**config.mk**
```make
export PLATFORM = sky130hd
export DESIGN_NAME = lcd_spi_write
export DESIGN_NICKNAME = d
export VERILOG_FILES = /design/src/rtl/lcd_pkg.sv /design/src/rtl/lcd_spi_clk_div.sv /design/src/rtl/lcd_spi_write.sv
export SDC_FILE = /design/constraint.sdc
export NUM_CORES = 1
export LEC_CHECK = 0
export BUFFER_PORTS_ARGS = -buffer_cell sky130_fd_sc_hd__buf_2
export CAP_MARGIN = 20
export CORE_MARGIN = 3
export CORE_UTILIZATION = 40
export DETAILED_ROUTE_END_ITERATION = 16
export GPL_TIMING_DRIVEN = 1
export PLACE_DENSITY = 0.67
export SLEW_MARGIN = 25
export SYNTH_ARGS = -nofsm -noshare
export SYNTH_HDL_FRONTEND = slang
export SYNTH_SLANG_ARGS = --single-unit
```
**constraint.sdc**
```tcl
create_clock -name sys_clk_50MHz -period 3.2 [get_ports sys_clk_50MHz]
set_input_delay 0.64 -clock sys_clk_50MHz [delete_from_list [all_inputs] [get_ports sys_clk_50MHz]]
set_output_delay 0.64 -clock sys_clk_50MHz [all_outputs]
set_load 0.03 [all_outputs]
```
**src/rtl/lcd_pkg.sv**
```systemverilog
// Shared types and constants for the LCD sequencer and its SPI write serializer.
package lcd_pkg;

    localparam int LCD_WORD_W = 9;

    localparam logic LCD_CMD  = 1'b0;
    localparam logic LCD_DATA = 1'b1;

    typedef enum logic [2:0] {
        ST_IDLE,
        ST_SETUP,
        ST_SHIFT,
        ST_DONE,
        ST_GAP
    } lcd_state_e;

endpackage

```
**src/rtl/lcd_spi_clk_div.sv**
```systemverilog
// Half-period tick generator for the LCD SPI clock; holds at zero while disabled.
module lcd_spi_clk_div #(
    parameter int CLK_DIV = 2
) (
    input  logic clk,
    input  logic rst_n,
    input  logic en,
    output logic tick
);

    localparam int               CNT_W    = $clog2(CLK_DIV) + 1;
    localparam logic [CNT_W-1:0] CNT_LAST = CNT_W'(CLK_DIV - 1);

    logic [CNT_W-1:0] cnt_q;
    logic [CNT_W-1:0] cnt_d;

    always_comb begin
        tick  = en && (cnt_q == CNT_LAST);
        cnt_d = cnt_q + CNT_W'(1);
        if (!en || tick) begin
            cnt_d = '0;
        end
    end

    always_ff @(posedge clk or negedge rst_n) begin
        if (!rst_n) begin
            cnt_q <= '0;
        end else begin
            cnt_q <= cnt_d;
        end
    end

endmodule

```
**src/rtl/lcd_spi_write.sv**
```systemverilog
// Serializes one 9-bit {dc, byte} word onto a 4-wire mode-0 SPI bus, MSB first.
// Define LCD_SPI_CS_BURST_EN to keep CS low across back-to-back words.
module lcd_spi_write
    import lcd_pkg::*;
#(
    parameter int CLK_DIV = 2,
    parameter int CS_GAP  = 2
) (
    input  logic                  sys_clk_50MHz,
    input  logic                  sys_rst_n,
    input  logic                  en_write,
    input  logic [LCD_WORD_W-1:0] data_in,
    output logic                  wr_done,
    output logic                  busy,
    output logic                  lcd_cs,
    output logic                  lcd_dc,
    output logic                  lcd_sck,
    output logic                  lcd_mosi
);

    localparam int               GAP_W    = $clog2(CS_GAP) + 1;
    localparam logic [GAP_W-1:0] GAP_LAST = GAP_W'(CS_GAP - 1);

    lcd_state_e       state_q, state_d;
    logic [7:0]       shift_q, shift_d;
    logic [2:0]       bit_cnt_q, bit_cnt_d;
    logic [GAP_W-1:0] gap_cnt_q, gap_cnt_d;
    logic             cs_q, cs_d;
    logic             dc_q, dc_d;
    logic             sck_q, sck_d;
    logic             mosi_q, mosi_d;
    logic             done_q, done_d;
    logic             busy_q, busy_d;
    logic             div_en;
    logic             div_tick;

    assign div_en = (state_q == ST_SETUP) || (state_q == ST_SHIFT);

    lcd_spi_clk_div #(
        .CLK_DIV (CLK_DIV)
    ) u_clk_div (
        .clk   (sys_clk_50MHz),
        .rst_n (sys_rst_n),
        .en    (div_en),
        .tick  (div_tick)
    );

    always_comb begin
        state_d   = state_q;
        shift_d   = shift_q;
        bit_cnt_d = bit_cnt_q;
        gap_cnt_d = gap_cnt_q;
        cs_d      = cs_q;
        dc_d      = dc_q;
        sck_d     = sck_q;
        mosi_d    = mosi_q;
        done_d    = 1'b0;
        busy_d    = busy_q;

        case (state_q)
            ST_IDLE: begin
                if (en_write) begin
                    state_d   = ST_SETUP;
                    shift_d   = data_in[7:0];
                    bit_cnt_d = 3'd0;
                    cs_d      = 1'b0;
                    dc_d      = data_in[8];
                    mosi_d    = data_in[7];
                    busy_d    = 1'b1;
                end else begin
                    cs_d = 1'b1;
                end
            end
            ST_SETUP: begin
                if (div_tick) begin
                    state_d = ST_SHIFT;
                    sck_d   = 1'b1;
                end
            end
            ST_SHIFT: begin
                if (div_tick) begin
                    if (sck_q) begin
                        // Falling edge: advance MOSI, but hold it after the last bit.
                        sck_d = 1'b0;
                        if (bit_cnt_q != 3'd7) begin
                            mosi_d  = shift_q[6];
                            shift_d = {shift_q[6:0], 1'b0};
                        end
                    end else if (bit_cnt_q == 3'd7) begin
                        state_d = ST_DONE;
                        done_d  = 1'b1;
`ifdef LCD_SPI_CS_BURST_EN
                        cs_d    = ~en_write;
`else
                        cs_d    = 1'b1;
`endif
                    end else begin
                        sck_d     = 1'b1;
                        bit_cnt_d = bit_cnt_q + 3'd1;
                    end
                end
            end
            ST_DONE: begin
                state_d   = ST_GAP;
                gap_cnt_d = '0;
            end
            ST_GAP: begin
                if (gap_cnt_q == GAP_LAST) begin
                    state_d = ST_IDLE;
                    busy_d  = 1'b0;
                end else begin
                    gap_cnt_d = gap_cnt_q + GAP_W'(1);
                end
            end
            default: begin
                state_d = ST_IDLE;
            end
        endcase
    end

    always_ff @(posedge sys_clk_50MHz or negedge sys_rst_n) begin
        if (!sys_rst_n) begin
            state_q   <= ST_IDLE;
            shift_q   <= '0;
            bit_cnt_q <= '0;
            gap_cnt_q <= '0;
            cs_q      <= 1'b1;
            dc_q      <= LCD_CMD;
            sck_q     <= 1'b0;
            mosi_q    <= 1'b0;
            done_q    <= 1'b0;
            busy_q    <= 1'b0;
        end else begin
            state_q   <= state_d;
            shift_q   <= shift_d;
            bit_cnt_q <= bit_cnt_d;
            gap_cnt_q <= gap_cnt_d;
            cs_q      <= cs_d;
            dc_q      <= dc_d;
            sck_q     <= sck_d;
            mosi_q    <= mosi_d;
            done_q    <= done_d;
            busy_q    <= busy_d;
        end
    end

    assign wr_done  = done_q;
    assign busy     = busy_q;
    assign lcd_cs   = cs_q;
    assign lcd_dc   = dc_q;
    assign lcd_sck  = sck_q;
    assign lcd_mosi = mosi_q;

endmodule

```
# Word level (Yosys, flattened, before mapping)
# Index checks and enable logic that the tools add are counted.
classes:
  addsub: 3
  n_eq_ne: 18
  muxes: 42
  reduce_logical: 17
op_table:
  columns: ["operator", "count"]
  rows:
  - ["$mux W3", 10]
  - ["$mux W7", 4]
  - ["$mux W1", 18]
  - ["$ne A2 B2 Y1 const B", 8]
  - ["$pmux W3 S5", 1]
  - ["$pmux W7 S2", 1]
  - ["$reduce_and A5 Y1", 2]
  - ["$pmux W1 S2", 4]
  - ["$reduce_bool A2 Y1", 4]
  - ["$eq A3 B2 Y1 const B", 2]
  - ["$eq A3 B3 Y1 const B", 2]
  - ["$pmux W3 S2", 1]
  - ["$reduce_and A3 Y1", 2]
  - ["$reduce_and A6 Y1", 1]
  - ["$add A2 B1 Y2 const B", 2]
  - ["$eq A2 B1 Y1 const B", 2]
  - ["$mux W2", 2]
  - ["$ne A2 B1 Y1 const B", 2]
  - ["$pmux W2 S2", 1]
  - ["$reduce_and A2 Y1", 2]
  - ["$reduce_and A4 Y1", 1]
  - ["$add A3 B1 Y3 const B", 1]
  - ["$eq A3 B1 Y1 const B", 1]
  - ["$logic_not A3 Y1", 1]
  - ["4 further kinds", 5]
word_totals:
  regBits: 23
  inputBits: 12

# Logic depth before layout (Yosys ltp)
depth:
  word_depth: 5
  mapped_depth: 6
  depth_no_buf: 5

# Hierarchy
# Synthesis repeated with hierarchy kept, for this count alone.
unflattened:
  cells_unflattened: 100
  hier_area_um2: 1226.2
modules_own_cells:
  columns: ["module", "instances", "cells_each", "area_each_um2"]
  rows:
  - ["lcd_spi_write", 1, 93, 1128.6]
  - ["lcd_spi_clk_div", 1, 7, 97.6]

# Least setup slack after synthesis
# No wires, ideal clock.
synth_path:
  kind: "register to register"
  startpoint: "register bit_cnt_q[0]"
  endpoint: "register shift_q[0]"
  arrival_time_ns: 1.448
  path_slack_ns: 1.631
  path_stages_with_launch: 6
  n_path_buf: 0
  cell_sequence: "dfrtp_1 -> ha_1 -> ha_1 -> and3b_1 -> o221ai_2 -> a22o_1"
synth_via:
  elab_chain_len: 3
synth_lines:
  columns: ["item", "line", "text"]
  rows:
  - ["from (decl)", "lcd_spi_write.sv:26", "logic [2:0] bit_cnt_q, bit_cnt_d;"]
  - ["from (signal assigned)", "lcd_spi_write.sv:136", "bit_cnt_q <= bit_cnt_d;"]
  - ["$ne A3 B3 Y1", "lcd_spi_write.sv:85", "if (bit_cnt_q != 3'd7) begin"]
  - ["$ne A2 B1 Y1 (no line)", null, null]
  - ["$reduce_and A5 Y1 (no line)", null, null]
  - ["to (signal assigned)", "lcd_spi_write.sv:135", "shift_q <= shift_d;"]
  - ["to (decl)", "lcd_spi_write.sv:25", "logic [7:0] shift_q, shift_d;"]
# Every way passes these cells.
# A chain may end at the register's enable or synchronous reset.

# Final worst setup path
layout_path:
  startpoint: "register sck_q (netlist: lcd_sck)"
  endpoint: "output port lcd_sck"
layout_lines:
  columns: ["item", "line", "text"]
  rows:
  - ["from (decl)", "lcd_spi_write.sv:30", "logic sck_q, sck_d;"]
  - ["from (signal assigned)", "lcd_spi_write.sv:140", "sck_q <= sck_d;"]
  - ["to (decl)", "lcd_spi_write.sv:17", "output logic lcd_sck,"]
# No word-level cell between the ends.

==> impl_metrics.yaml <==
sta:
  hold_ws_ns: 0.278
  final.min_clock_period_ns: 2.01
  relSlewSlack: 0.493
  grt_setup_unrepaired: "no"
  fin_crit_sh: 0.629
  drv_slew: 0
  final.setup_skew_ns: 0.00182
  setup_viol: 0
  worst_slew_pin_slew_ns: 0.757
  hold_viol_final: 0
  timing.fmax_mhz: 497
  tns_ns: 0
logic_synthesis:
  synth_top_family_by_area: "simple AND/OR/NAND/NOR gates"
  synth_compound_area_frac: 0.151
  synthMuxAreaShare: 0.0640
  synthArstFlopShare: 1.00
  seq_area_frac_synth: 0.454
  yosysMostFrequentCell: "dfrtp_1"
  synth_cell_types: 36
  synth_area_leaders: "dfrtp_1 (43%), mux2i_1 (5.5%), inv_1 (4.4%)"
  avgSynthCellArea_um2: 9.92
  synth_xor_area_frac: 0
  synth_area_leader_cell: "dfrtp_1"
  synth_ff_type: "dfrtp_1"
  netlist_instances: 128
  netlist_area_um2: 1270
  yosysWarnings: 0
  synth_edf_count: 0
  syn_nets: 144
  synth_top_area_frac: 0.433
  synthAdderAreaFrac: 0.0394
  ys_top_cells_by_count: "dfrtp_1 (22), inv_1 (15), nand2b_1 (8), nor2_1 (8)"
  synthSimpleGateAreaFrac: 0.213
  synth_seq_cells: 23
cts:
  insertion_delay_ns: 0.31
  cts_tree: "built"
  clockBufferDepth: 2
  htreeDepth: 1
  numCtsBuffers: 3
  clock-root-buffer: "clkbuf_4"
  path_clk_slew_ns: 0.13
  post-cts-setup-buffer-count: 0
  cts_sinks: 23
  ctsHoldBuffers: 0
  cts-resized-gates: 0
critical_path:
  arrival_ns: 1.37
  critPathMaxStageDelay_ns: 0.75
  critical_path_class: "register to output pin"
  worstPathRequired_ns: 2.56
  crit_buf_inv: 1
  crit_slowest_cell: "dfrtp_1"
  worstSetupEndpointType: "output pin"
  crit_chain: "buf_2"
  critical-path-top-delay-family: "flip-flops"
  cp_max_fo: 19
  critPathLaunchType: "register"
grt:
  grt_max_degree: 24
  overflow: 0
  antenna_found_initial: 0
  grt_first_pass_wirelength_um: 4420
  grt_pass1_vias: 992
  grt_use_total: 0.137
place:
  gp_congestion: 0.767
  port_buffers: 17
  dp_hpwl_um: 1730
finish:
  syn2layout_area_growth_pct: 9.75
  drive_gt1_frac: 0.190
  regArea_um2: 577
  n_fill_cell: 288
  fin_nets: 159
  n_antenna_cell: 0
  multi_input_area_um2: 593
flow_run:
  max_cap_viol_count: 0
routing:
  drtAntennaViolNets: 0
  wl_um: 2380
  routed_via_density: 5.21
  first_pass_iters: 5
  drt_iter0_drc: 58
  vias: 959
  routedWlPerCell_um: 12.9
  drc_errors: 0
power:
  ir_drop_mv: 0.288
  powerDensity_nw_per_um2: 882
  power_leakage_nw: 0.624
  power.total_mw: 1.23
run_status:
  status: "finished clean"
floorplanning:
  dieArea_um2: 3890
  rows: 19
  dieWidth_um: 62.3
  start_util: 0.438
  dieHeight_um: 62.3
  ios: 18
  core_area_um2: 2900
hold_path:
  holdCritPathClass: "primary input to asynchronous set/reset pin"
power by group:
group	internal [mW]	leakage, nW	switching (mW)
sequential	0.414	0.275	0.144
combinational	0.235	0.335	0.296
clock	0.0476	0.0139	0.0923
cell usage in the layout, fill, tap and decap left out, types with 2 or more instances in the layout:
cell type,synthesis,routed
a21oi_1,3,3
a221oi_1,2,2
a22oi_1,7,7
and3b_1,2,2
buf_2,5,17
clkbuf_4,0,3
dfrtp_1,22,22
ha_1,4,4
inv_1,15,15
mux2i_1,7,7
nand2_1,5,5
nand2b_1,8,8
nand3_1,3,3
nand3b_1,2,2
nand4_1,2,2
nor2_1,8,8
nor2b_1,5,5
nor3b_1,3,3
o211ai_1,4,4
o21ai_0,4,4
through the flow:
| step | setup slack (ns) | area (um2) | util | instances |
|---|---|---|---|---|
| after floorplan | 1.63 | 1270 | - | 128 |
| after global placement | 1.32 | 1360 | 0.470 | 180 |
| after detailed placement | 1.24 | 1360 | 0.470 | 180 |
| after CTS | 1.17 | 1390 | 0.481 | 184 |
| after global routing | 1.02 | 1390 | 0.481 | 184 |
| final | 1.19 | 1390 | 0.481 | 184 |
cell type report:
cell class	count	share of cell area
flip-flops and latches	23	0.414
clock buffers	3	0.0162
repair buffers	17	0.0610
inverters	15	0.0404
well taps	42	0.0377
multi-input cells	83	0.425
clock inverters	1	0.00539
kinds of logic after synthesis:
family                   Yosys count
AND/OR/NAND/NOR                   45
multiplexers                       8
adder cells (fa/ha/maj)            4
flip-flops                        23
AO/OA/AOI/OAI                     26
buffers and inverters             22
routing by layer:
layer / track usage / vias up / part of all wire
met2: 0.224 / 12 / 0.49
li1: - / 474 / -
met5: 0 / - / 0
met3: 0.0270 / 2 / 0.037
met1: 0.179 / 471 / 0.47
met4: 0.0496 / 0 / 0.0072
flip-flops by register name (all words and copies together) (netlist names):
register / cells
shift_q: 7
bit_cnt_q: 3
state_q: 3
gap_cnt_q: 2
u_clk_div.cnt_q: 2
busy: 1
lcd_cs: 1
lcd_dc: 1
lcd_mosi: 1
lcd_sck: 1
wr_done: 1
worst paths after layout:
kind                                     start                  to  slack, ns  depth (start not counted)
setup / recovery                       lcd_sck             lcd_sck       1.19                          1
hold reg to reg             u_clk_div.cnt_q[0]  u_clk_div.cnt_q[0]       0.45                          1
min in group sys_clk_50MHz  u_clk_div.cnt_q[0]  u_clk_div.cnt_q[0]       0.45                          1
max in group asynchronous            sys_rst_n              lcd_cs       2.56                          1
setup reg to reg                    state_q[1]            lcd_mosi       1.21                          3
hold / removal                       sys_rst_n              lcd_dc       0.28                          1
No activity file was read; power rests on OpenSTA's default activity.
